==> config.mk <==
export PLATFORM = sky130hd
export DESIGN_NAME = button_pulse_gen
export DESIGN_NICKNAME = d
export VERILOG_FILES = /design/src/rtl/button_pulse_gen_pkg.sv /design/src/rtl/button_pulse_gen_sync_2ff.sv /design/src/rtl/button_pulse_gen.sv
export SDC_FILE = /design/constraint.sdc
export NUM_CORES = 1
export LEC_CHECK = 0
export ABC_AREA = 1
export CAP_MARGIN = 20
export CORE_UTILIZATION = 35
export CTS_BUF_LIST = sky130_fd_sc_hd__clkbuf_8 sky130_fd_sc_hd__clkbuf_16
export DETAILED_ROUTE_END_ITERATION = 8
export SETUP_SLACK_MARGIN = 0.2
export SLEW_MARGIN = 20
export SYNTH_ARGS = -nofsm -noshare
export SYNTH_HDL_FRONTEND = slang
export SYNTH_SLANG_ARGS = --single-unit
==> constraint.sdc <==
create_clock -name clk -period 1.64 [get_ports clk]
set_input_delay 0.328 -clock clk [delete_from_list [all_inputs] [get_ports clk]]
set_output_delay 0.328 -clock clk [all_outputs]
set_load 0.01 [all_outputs]
==> src/rtl/button_pulse_gen_pkg.sv <==
// rtl/button_pulse_gen_pkg.sv - clock constants, ms-to-cycle helper and FSM state type for button conditioning
package button_pulse_gen_pkg;

    localparam int CLK_FREQ_HZ   = 27_000_000;
    localparam int CYCLES_PER_MS = CLK_FREQ_HZ / 1000;

    function automatic int ms_to_cycles(input int ms);
        return ms * CYCLES_PER_MS;
    endfunction

    function automatic int max3(input int a, input int b, input int c);
        int m;
        m = (a > b) ? a : b;
        return (m > c) ? m : c;
    endfunction

    typedef enum logic [2:0] {
        ST_IDLE       = 3'd0,
        ST_DB_PRESS   = 3'd1,
        ST_HELD       = 3'd2,
        ST_REPEAT     = 3'd3,
        ST_DB_RELEASE = 3'd4
    } btn_state_t;

endpackage

==> src/rtl/button_pulse_gen_sync_2ff.sv <==
// rtl/button_pulse_gen_sync_2ff.sv - two-flop synchronizer for asynchronous pins, reset to a chosen idle level
module sync_2ff #(
    parameter logic RESET_VAL = 1'b0
) (
    input  logic clk,
    input  logic reset,
    input  logic d,
    output logic q
);

    logic meta;

    always_ff @(posedge clk) begin
        if (reset) begin
            meta <= RESET_VAL;
            q    <= RESET_VAL;
        end else begin
            meta <= d;
            q    <= meta;
        end
    end

endmodule

==> src/rtl/button_pulse_gen.sv <==
// rtl/button_pulse_gen.sv - debounced push-button to single-cycle advance pulse with optional hold auto-repeat
module button_pulse_gen
    import button_pulse_gen_pkg::*;
#(
    parameter int DEBOUNCE_CYCLES      = ms_to_cycles(10),
    parameter bit REPEAT_EN            = 1'b1,
    parameter int REPEAT_DELAY_CYCLES  = ms_to_cycles(500),
    parameter int REPEAT_PERIOD_CYCLES = ms_to_cycles(200),
    parameter bit BUTTON_ACTIVE_LOW    = 1'b1
) (
    input  logic       clk,
    input  logic       reset,
    input  logic       button_in,
    output logic       pulse,
    output logic       pressed,
    output logic [2:0] state_dbg
);

    localparam int MAX_CYCLES = max3(max3(DEBOUNCE_CYCLES, REPEAT_DELAY_CYCLES, REPEAT_PERIOD_CYCLES), 2, 2);
    localparam int CNT_W      = $clog2(MAX_CYCLES);

    typedef logic [CNT_W-1:0] cnt_t;

    localparam cnt_t DB_LAST     = cnt_t'(DEBOUNCE_CYCLES - 1);
    localparam cnt_t DELAY_LAST  = cnt_t'(REPEAT_DELAY_CYCLES - 1);
    localparam cnt_t PERIOD_LAST = cnt_t'(REPEAT_PERIOD_CYCLES - 1);

    logic       sync_q;
    logic       btn_s;
    btn_state_t state, next_state;
    cnt_t       cnt, next_cnt;
    logic       next_pulse;

    // Reset value is the raw released level so a reset never looks like a press.
    sync_2ff #(
        .RESET_VAL (BUTTON_ACTIVE_LOW)
    ) u_sync (
        .clk   (clk),
        .reset (reset),
        .d     (button_in),
        .q     (sync_q)
    );

    assign btn_s = sync_q ^ BUTTON_ACTIVE_LOW;

    always_ff @(posedge clk) begin
        if (reset) begin
            state <= ST_IDLE;
            cnt   <= '0;
            pulse <= 1'b0;
        end else begin
            state <= next_state;
            cnt   <= next_cnt;
            pulse <= next_pulse;
        end
    end

    always_comb begin
        next_state = state;
        next_cnt   = cnt;
        next_pulse = 1'b0;
        case (state)
            ST_IDLE: begin
                next_cnt = '0;
                if (btn_s) next_state = ST_DB_PRESS;
            end
            ST_DB_PRESS: begin
                if (!btn_s) begin
                    next_state = ST_IDLE;
                    next_cnt   = '0;
                end else if (cnt == DB_LAST) begin
                    next_state = ST_HELD;
                    next_cnt   = '0;
                    next_pulse = 1'b1;
                end else begin
                    next_cnt = cnt + cnt_t'(1);
                end
            end
            ST_HELD: begin
                if (!btn_s) begin
                    next_state = ST_DB_RELEASE;
                    next_cnt   = '0;
                end else if (REPEAT_EN) begin
                    if (cnt == DELAY_LAST) begin
                        next_state = ST_REPEAT;
                        next_cnt   = '0;
                        next_pulse = 1'b1;
                    end else begin
                        next_cnt = cnt + cnt_t'(1);
                    end
                end else begin
                    next_cnt = '0;
                end
            end
            ST_REPEAT: begin
                // A release on the firing edge wins; the pulse is dropped.
                if (!btn_s) begin
                    next_state = ST_DB_RELEASE;
                    next_cnt   = '0;
                end else if (cnt == PERIOD_LAST) begin
                    next_cnt   = '0;
                    next_pulse = 1'b1;
                end else begin
                    next_cnt = cnt + cnt_t'(1);
                end
            end
            ST_DB_RELEASE: begin
                if (btn_s) begin
                    next_state = ST_HELD;
                    next_cnt   = '0;
                end else if (cnt == DB_LAST) begin
                    next_state = ST_IDLE;
                    next_cnt   = '0;
                end else begin
                    next_cnt = cnt + cnt_t'(1);
                end
            end
            default: begin
                next_state = ST_IDLE;
                next_cnt   = '0;
            end
        endcase
    end

    assign pressed   = (state == ST_HELD) || (state == ST_REPEAT) || (state == ST_DB_RELEASE);
    assign state_dbg = state;

endmodule

==> metrics.md, run 1 <==
| Metric | Value |
|---|---|
| Hold Path Sink | `u_sync.q$_SDFF_PP1_` |
| Top post-synthesis cells by area | `dfxtp_1, nand2_1, inv_1` |
| # IOs | `8` |
| DP Area | `2120 µm²` |
| Routed wire per std cell | `roughly 13 µm` |
| Arrival @ worst endpoint | `1.76 ns` |
| Number of synthesized flops with an enable pin | `0` |
| Wire length on met2 | `2530 µm` |
| Clk pwr share | `0.264` |
| Worst hold start | `u_sync.meta$_SDFF_PP1_` |
| Top cells by count, synth | `nand2_1, inv_1, nor2_1` |
| Non-filler cells, final | `between 400 and 500` |
| WL final | `between 5000 and 6000 µm` |
| Max-slew violation count | `0` |
| Routability cong. | `0.876` |
| Nets | `338` |
| DRT Pass-1 Iters | `4` |
| Pwr Density | `a little over 900 nW/µm²` |
| Floorplan core area | `5070 µm²` |
| DR iter-0 viols | `between 100 and 150` |
| Drt via density | `4.93` |
| Gate power share | `0.392` |
| Fraction of registers with async set/reset | `0` |
| CP Class | `flip-flop to flip-flop` |
| Slowest CP cell | `dfxtp_2` |
| Number of global-route vias before repair | `between 1.5k and 2k` |
| Tmin final | `between 1.5 and 2 ns` |
| All-Layer GR Usage | `0.199` |
| Die ar. | `5550 µm²` |
| Metal3 WL | `259 µm` |
| Reg-to-reg startpoint | `cnt[1]$_SDFF_PP0_` |
| Final Setup Violations | `0` |
| Total CTS buffers | `5` |
| Setup Skew | `0.00652 ns` |
| Starting Density | `0.363` |
| Synth Cell Area | `about 1800 µm²` |
| Status | `finished, final reports clean` |
| Most Frequent Cell on Critical Path | `nand3_4` |
| PnR Total Power | `approximately 2.4 mW` |
| Max layer used | `met4` |
| WHS | `0.425 ns` |
| Post-layout instance area | `2650 µm²` |
| Initial antenna violation count | `0` |
| Area Overhead vs Synth | `44.1%` |
| R2R Setup Slk | `0.06 ns` |
| Tcrit/Tclk final | `0.963` |
| Pint | `1.57 mW` |
| Placed wire-length estimate | `3500 µm` |
| Distinct cell type count after synthesis | `24` |
| R2r endpoint | `cnt[15]$_SDFF_PP0_` |
| # hold bufs at CTS | `0` |
| Sw power | `0.878 mW` |
| Sequential share of power | `0.344` |
| # diodes | `0` |
| Min-Delay Path Class | `flip-flop to flip-flop` |
| Worst vdd ir | `692 µV` |
| DP Cell Count | `approximately 380` |
| Hold Path Depth | `1` |
| CP Max Fanout | `7` |
| Max Cap Viol | `0` |
| Layout cells sized above 1 | `0.388` |
| Setup TNS | `0 ns` |
| CTS sink count | `30` |
| Most common cell in the netlist | `nand2_1` |
| H-Tree Depth | `2` |
| Worst Path Required | `1.82 ns` |
| Post-synth top area cell | `dfxtp_1` |
| # rows | `26` |
| Area fraction of the dominant cell type after synthesis | `0.326` |
| Avg Inst Size Synth | `6.37 µm²` |
| Overflow after GRT | `0` |
| Worst reg-to-reg path cell count | `11` |
| Drt drc | `0` |
| Ys flop type | `dfxtp_1` |
| Count of final hold-check violations | `0` |
| Final ANT Viol Nets | `0` |
| Largest stage delay, worst path | `0.35 ns` |
| Sw frac | `0.359` |
| Seq cells post-synth | `30` |
| Synth warn | `0` |
| Clock transition at path regs | `0.07 ns` |
| Post-Syn Instances | `289` |
| Bufs on Longest Clock Path | `2` |
| DR vias | `~2.0k` |
| CTS Root Cell | `clkbuf_8` |
| Leakage | `approximately 1.2 nW` |
| CTS tree | `built` |
| Headroom to the max-slew limit | `0.691` |
| Post-Syn Nets | `around 290` |
| Routed met1 length | `2450 µm` |
| Critical Path Source Type | `flip-flop` |
| Die span in y | `74.5 µm` |
| CP cell instances | `ha_4 > nand2_4 > inv_6 > nand3_4 > nor2_4 > nand2_1 > nand2_2 > nand3_4 > buf_12 > nand2_8 > nor2_1` |
| Unrepaired setup endpoints after global routing | `true` |
| Largest net degree at the start of global routing | `11` |
| Worst-Skew Late Latency | `0.29 ns` |
| Input/output buffers | `7` |
| First-pass GRT wire length | `8310 µm` |
| CP Capture Type | `flip-flop` |
| Fmax | `633 MHz` |
| Slew @ Worst Pin | `0.459 ns` |
| Register area share after synthesis | `0.326` |
| Die span in x | `74.5 µm` |
==> state kept, by name, indices dropped and copies added, names as in the netlist <==
| name | count |
|---|---|
| u_sync.meta | 1 |
| state_dbg | 3 |
| u_sync.q | 1 |
| cnt | 24 |
| pulse | 1 |
==> cell usage in the layout (no fill, tap or decap), types with 4 or more instances in the layout <==
cell type,count
nand2_1,50
inv_1,43
nor2_1,32
buf_4,29
nand3_1,19
dfxtp_2,15
nand4_1,14
nor2_2,13
nor2_4,10
o21ai_0,10
dfxtp_1,10
nand2_2,9
nand2_4,7
nor3_2,7
nor3_1,7
xor2_1,7
clkbuf_8,6
inv_2,5
a21oi_1,5
dfxtp_4,5
buf_6,5
nand3_4,4
dlygate4sd2_1,4
==> power by group through the flow <==
| stage | combinational [mW] | sequential, mW | clock [mW] |
|---|---|---|---|
| global route | 1.02 | 0.842 | 0.689 |
| global placement | 0.592 | 0.829 | 0 |
| detailed placement | 0.587 | 0.829 | 0 |
| floorplan | 0.403 | 0.834 | 0 |
| CTS | 0.751 | 0.825 | 0.654 |
| finish | 0.959 | 0.839 | 0.645 |
==> kinds of logic (layout without fill, tap and decap cells) <==
group / Yosys count / count (layout) / share of synthesized area
buf+inv: 54 / 99 / 0.124
xor+xnor: 9 / 9 / 0.0428
flops: 30 / 30 / 0.326
fa+ha+maj: 1 / 1 / 0.00680
compound gates: 19 / 19 / 0.0605
simple gates: 176 / 177 / 0.440
==> what timing repair did <==
action	CTS	global route
endpoints found under the setup margin	31	28
gates resized for setup	19	77
gates cloned	1	0
pin swaps	7	15
buffers inserted	9	8
==> critical path: cells and delay by family, from the launching register on <==
kind / cells / cell delay [ns]
buffers and inverters: 2 / 0.24
adders and majority gates: 1 / 0.15
and+or+nand+nor: 8 / 0.70
DFF: 1 / 0.35
==> metal layers <==
metal / vias up / global-route usage
met5: - / 0
met4: 0 / 0.0650
met3: 17 / 0.0556
met2: 51 / 0.316
met1: 927 / 0.261
li1: 1000 / -
==> metrics by stage <==
| stage | setup WS, ns | utilization |
|---|---|---|
| after detailed placement | 0.0350 | 0.418 |
| after CTS | 0.0303 | 0.466 |
| final | 0.0612 | 0.523 |
| after global routing | -0.0387 | 0.523 |
| after global placement | 0.00878 | 0.418 |
| after floorplan | 0.221 | - |
==> worst max-delay path by stage <==
stage,from,slack (ns),end
floorplan,cnt[1]$_SDFF_PP0_,0.22,cnt[18]$_SDFF_PP0_
global placement,reset,0.009,cnt[6]$_SDFF_PP0_
detailed placement,state_dbg[0]$_SDFFE_PP0P_,0.04,pressed
CTS,cnt[0]$_SDFF_PP0_,0.03,cnt[14]$_SDFF_PP0_
global route,cnt[4]$_SDFF_PP0_,-0.04,cnt[20]$_SDFF_PP0_
finish,cnt[1]$_SDFF_PP0_,0.06,cnt[15]$_SDFF_PP0_
==> final cells by class <==
cell class	count	area [µm²]
Fill cell	489	2420
Multi-Input combinational cell	206	1270
Sequential cell	30	638
Timing Repair Buffer	42	369
Inverter	49	189
Tap cell	70	87.6
Clock buffer	6	82.6
Clock inverter	2	12.5
Note: power is estimated with default switching activity, not from simulation.
==> inputs of run 2 (changes only) <==
- GPL_ROUTABILITY_DRIVEN: default -> 0
==> run 2 against run 1 <==
Net effect:
- worst hold slack got worse by 0.0083 ns
- design area up 4.0%
- register-to-register slack is essentially flat
==> metrics.md, run 2 (synthesized netlist as in run 1, its figures left out) <==
| Metric | Value |
|---|---|
| Non-filler cells, final | `414 (+2.2%)` |
| Most Frequent Cell on Critical Path | `nand2_4` |
| R2r endpoint | `cnt[2]$_SDFF_PP0_` |
| Critical Path Start | `cnt[0]$_SDFF_PP0_` |
| H-Tree Depth | `2 (unchanged)` |
| DR vias | `2030 (+1.8%)` |
| R2R Setup Slk | `0.07 ns (about the same)` |
| # IOs | `8 (unchanged)` |
| Tmin final | `1.57 ns (-0.00695 ns)` |
| Reg-to-reg startpoint | `cnt[0]$_SDFF_PP0_` |
| Drt via density | `4.90 (-0.46%)` |
| Die ar. | `5550 µm² (unchanged)` |
| Worst hold start | `u_sync.meta$_SDFF_PP1_` |
| All-Layer GR Usage | `0.213 (+0.0133)` |
| Slowest CP cell | `dfxtp_2` |
| Max Cap Viol | `0 (unchanged)` |
| Max-slew violation count | `0 (unchanged)` |
| DRT Pass-1 Iters | `4 (unchanged)` |
| Final Setup Violations | `0 (unchanged)` |
| Cell depth of the worst setup path | `11 (unchanged)` |
| Drt drc | `0 (unchanged)` |
| Leakage | `1.22 nW (+4.8%)` |
| End of the critical path | `cnt[2]$_SDFF_PP0_` |
| # hold bufs at CTS | `0 (unchanged)` |
| CP cell instances | `ha_4 > nand2_4 > inv_6 > nand2_4 > nor2_4 > nand3_2 > nand2_4 > nand3_4 > buf_6 > nand2_8 > nor2_1` |
| CTS sink count | `30 (unchanged)` |
| Critical Path Source Type | `flip-flop` |
| DP Cell Count | `379 (unchanged)` |
| Status | `finished, final reports clean` |
| DR iter-0 viols | `132 (-8.3%)` |
| # rows | `26 (unchanged)` |
| Floorplan core area | `5070 µm² (unchanged)` |
| Arrival @ worst endpoint | `1.76 ns (about the same)` |
| WL final | `5650 µm (+5.3%)` |
| Area Overhead vs Synth | `49.9%` |
| Unrepaired setup endpoints after global routing | `true` |
| Max reg flops | `24 (unchanged)` |
| Crit path buf inv count | `2 (unchanged)` |
| Worst reg-to-reg path cell count | `11 (unchanged)` |
| Count of final hold-check violations | `0 (unchanged)` |
| Layout cells sized above 1 | `0.445 (+0.0567)` |
| Fmax | `636 MHz (+0.44%)` |
| Min-Delay Path Class | `flip-flop to flip-flop` |
| Total CTS buffers | `5 (unchanged)` |
| Worst vdd ir | `780 µV (+13%)` |
| Clock transition at path regs | `0.07 ns (about the same)` |
| CTS Root Cell | `clkbuf_8` |
| Nets | `347 (+2.7%)` |
| CP Capture Type | `flip-flop` |
| Setup TNS | `0 ns (unchanged)` |
| CP top delay family | `simple AND/OR/NAND/NOR gates` |
| Bufs on Longest Clock Path | `2 (unchanged)` |
| Sequential share of power | `0.332 (-0.012)` |
| Worst Path Required | `1.83 ns (about the same)` |
| Commonest non-fill, non-tap cell in the layout | `nand2_1` |
| Headroom to the max-slew limit | `0.682 (-0.00887)` |
| CP Class | `flip-flop to flip-flop` |
| Gate power share | `0.420 (+0.028)` |
| Initial antenna violation count | `0 (unchanged)` |
| Overflow after GRT | `0 (unchanged)` |
| Worst-Skew Late Latency | `0.29 ns (about the same)` |
| Biggest register | `cnt` |
| CTS tree | `built` |
| Sw frac | `0.368 (+0.00877)` |
| Placed wire-length estimate | `3500 µm (+0.19%)` |
| Routed wire per std cell | `13.6 µm (+3.0%)` |
| Number of global-route vias before repair | `1878 (+1.4%)` |
| Final ANT Viol Nets | `0 (unchanged)` |
| Die span in y | `74.5 µm (unchanged)` |
| Pint | `1.62 mW (+3.4%)` |
| Starting Density | `0.363 (unchanged)` |
| Pwr Density | `928 nW/µm² (+0.77%)` |
| Clk pwr share | `0.247 (-0.017)` |
| Setup Skew | `0.00636 ns (-0.000165 ns)` |
| Input/output buffers | `7 (unchanged)` |
| Slew @ Worst Pin | `0.472 ns (+0.0132 ns)` |
| PnR Total Power | `2.56 mW (+4.8%)` |
| Tcrit/Tclk final | `0.958 (-0.00424)` |
| Largest net degree at the start of global routing | `10 (-1)` |
| Largest stage delay, worst path | `0.35 ns (about the same)` |
| Die span in x | `74.5 µm (unchanged)` |
| # diodes | `0 (unchanged)` |
| CP Max Fanout | `7 (unchanged)` |
| Sw power | `0.943 mW (+7.4%)` |
| Most frequent cells in the layout | `nand2_1, inv_1, buf_4` |
| First-pass GRT wire length | `8580 µm (+3.2%)` |
## run 2: changes by cell type in the layout (fill, tap and decap cells not counted), sizes merged
cell	before	now
buf	36	45
inv	49	50
clkinvlp	1	0
## run 2: power groups by stage
stage / clock network, mW / logic (mW) / registers, mW
after CTS: 0.644 / 0.848 / 0.825
after floorplan: 0 / 0.403 / 0.834
after detailed placement: 0 / 0.608 / 0.831
after global placement: 0 / 0.609 / 0.828
after global routing: 0.668 / 1.15 / 0.857
final: 0.633 / 1.08 / 0.851
## run 2: stage by stage
step	hold WS (ns)	worst slack [ns]	area, µm²	util
4_1_cts	0.419	0.0511	2470	0.487
3_5_place_dp	0.403	0.0149	2120	0.418
5_1_grt	0.429	-0.0443	2760	0.544
2_1_floorplan	0.389	0.221	1870	-
3_3_place_gp	0.408	0.0424	2120	0.418
6_report	0.417	0.0682	2760	0.544
## run 2: worst min path at each step
| stage | depth (start not counted) | slack [ns] | endpoint |
|---|---|---|---|
| 5_1_grt | 1 | 0.43 | u_sync.q$_SDFF_PP1_ |
| 3_5_place_dp | 1 | 0.40 | u_sync.q$_SDFF_PP1_ |
| 3_3_place_gp | 1 | 0.41 | u_sync.q$_SDFF_PP1_ |
| 6_report | 1 | 0.42 | u_sync.q$_SDFF_PP1_ |
| 4_1_cts | 1 | 0.42 | u_sync.q$_SDFF_PP1_ |
| 2_1_floorplan | 1 | 0.39 | u_sync.q$_SDFF_PP1_ |
## run 2: cell type report
type | instances | area (µm²)
Tap cell | 70 | 87.6
Clock inverter | 2 | 8.76
Sequential cell | 30 | 634
Clock buffer | 6 | 82.6
Inverter | 49 | 194
Fill cell | 476 | 2320
Multi-Input combinational cell | 206 | 1320
Timing Repair Buffer | 51 | 433
## run 2: timing repair
action,in CTS,in global routing
pin swaps,9,19
setup endpoints to repair,31,28
setup buffers,13,13
gates cloned,1,0
gates resized for setup,47,71
## run 2: layer usage
layer  global-route usage  vias to the layer above  share of wire
met4                0.134                        0          0.046
met1                0.280                      925           0.45
met5                    0                        -              0
li1                     -                     1018              -
met3               0.0542                       23          0.056
met2                0.308                       64           0.45
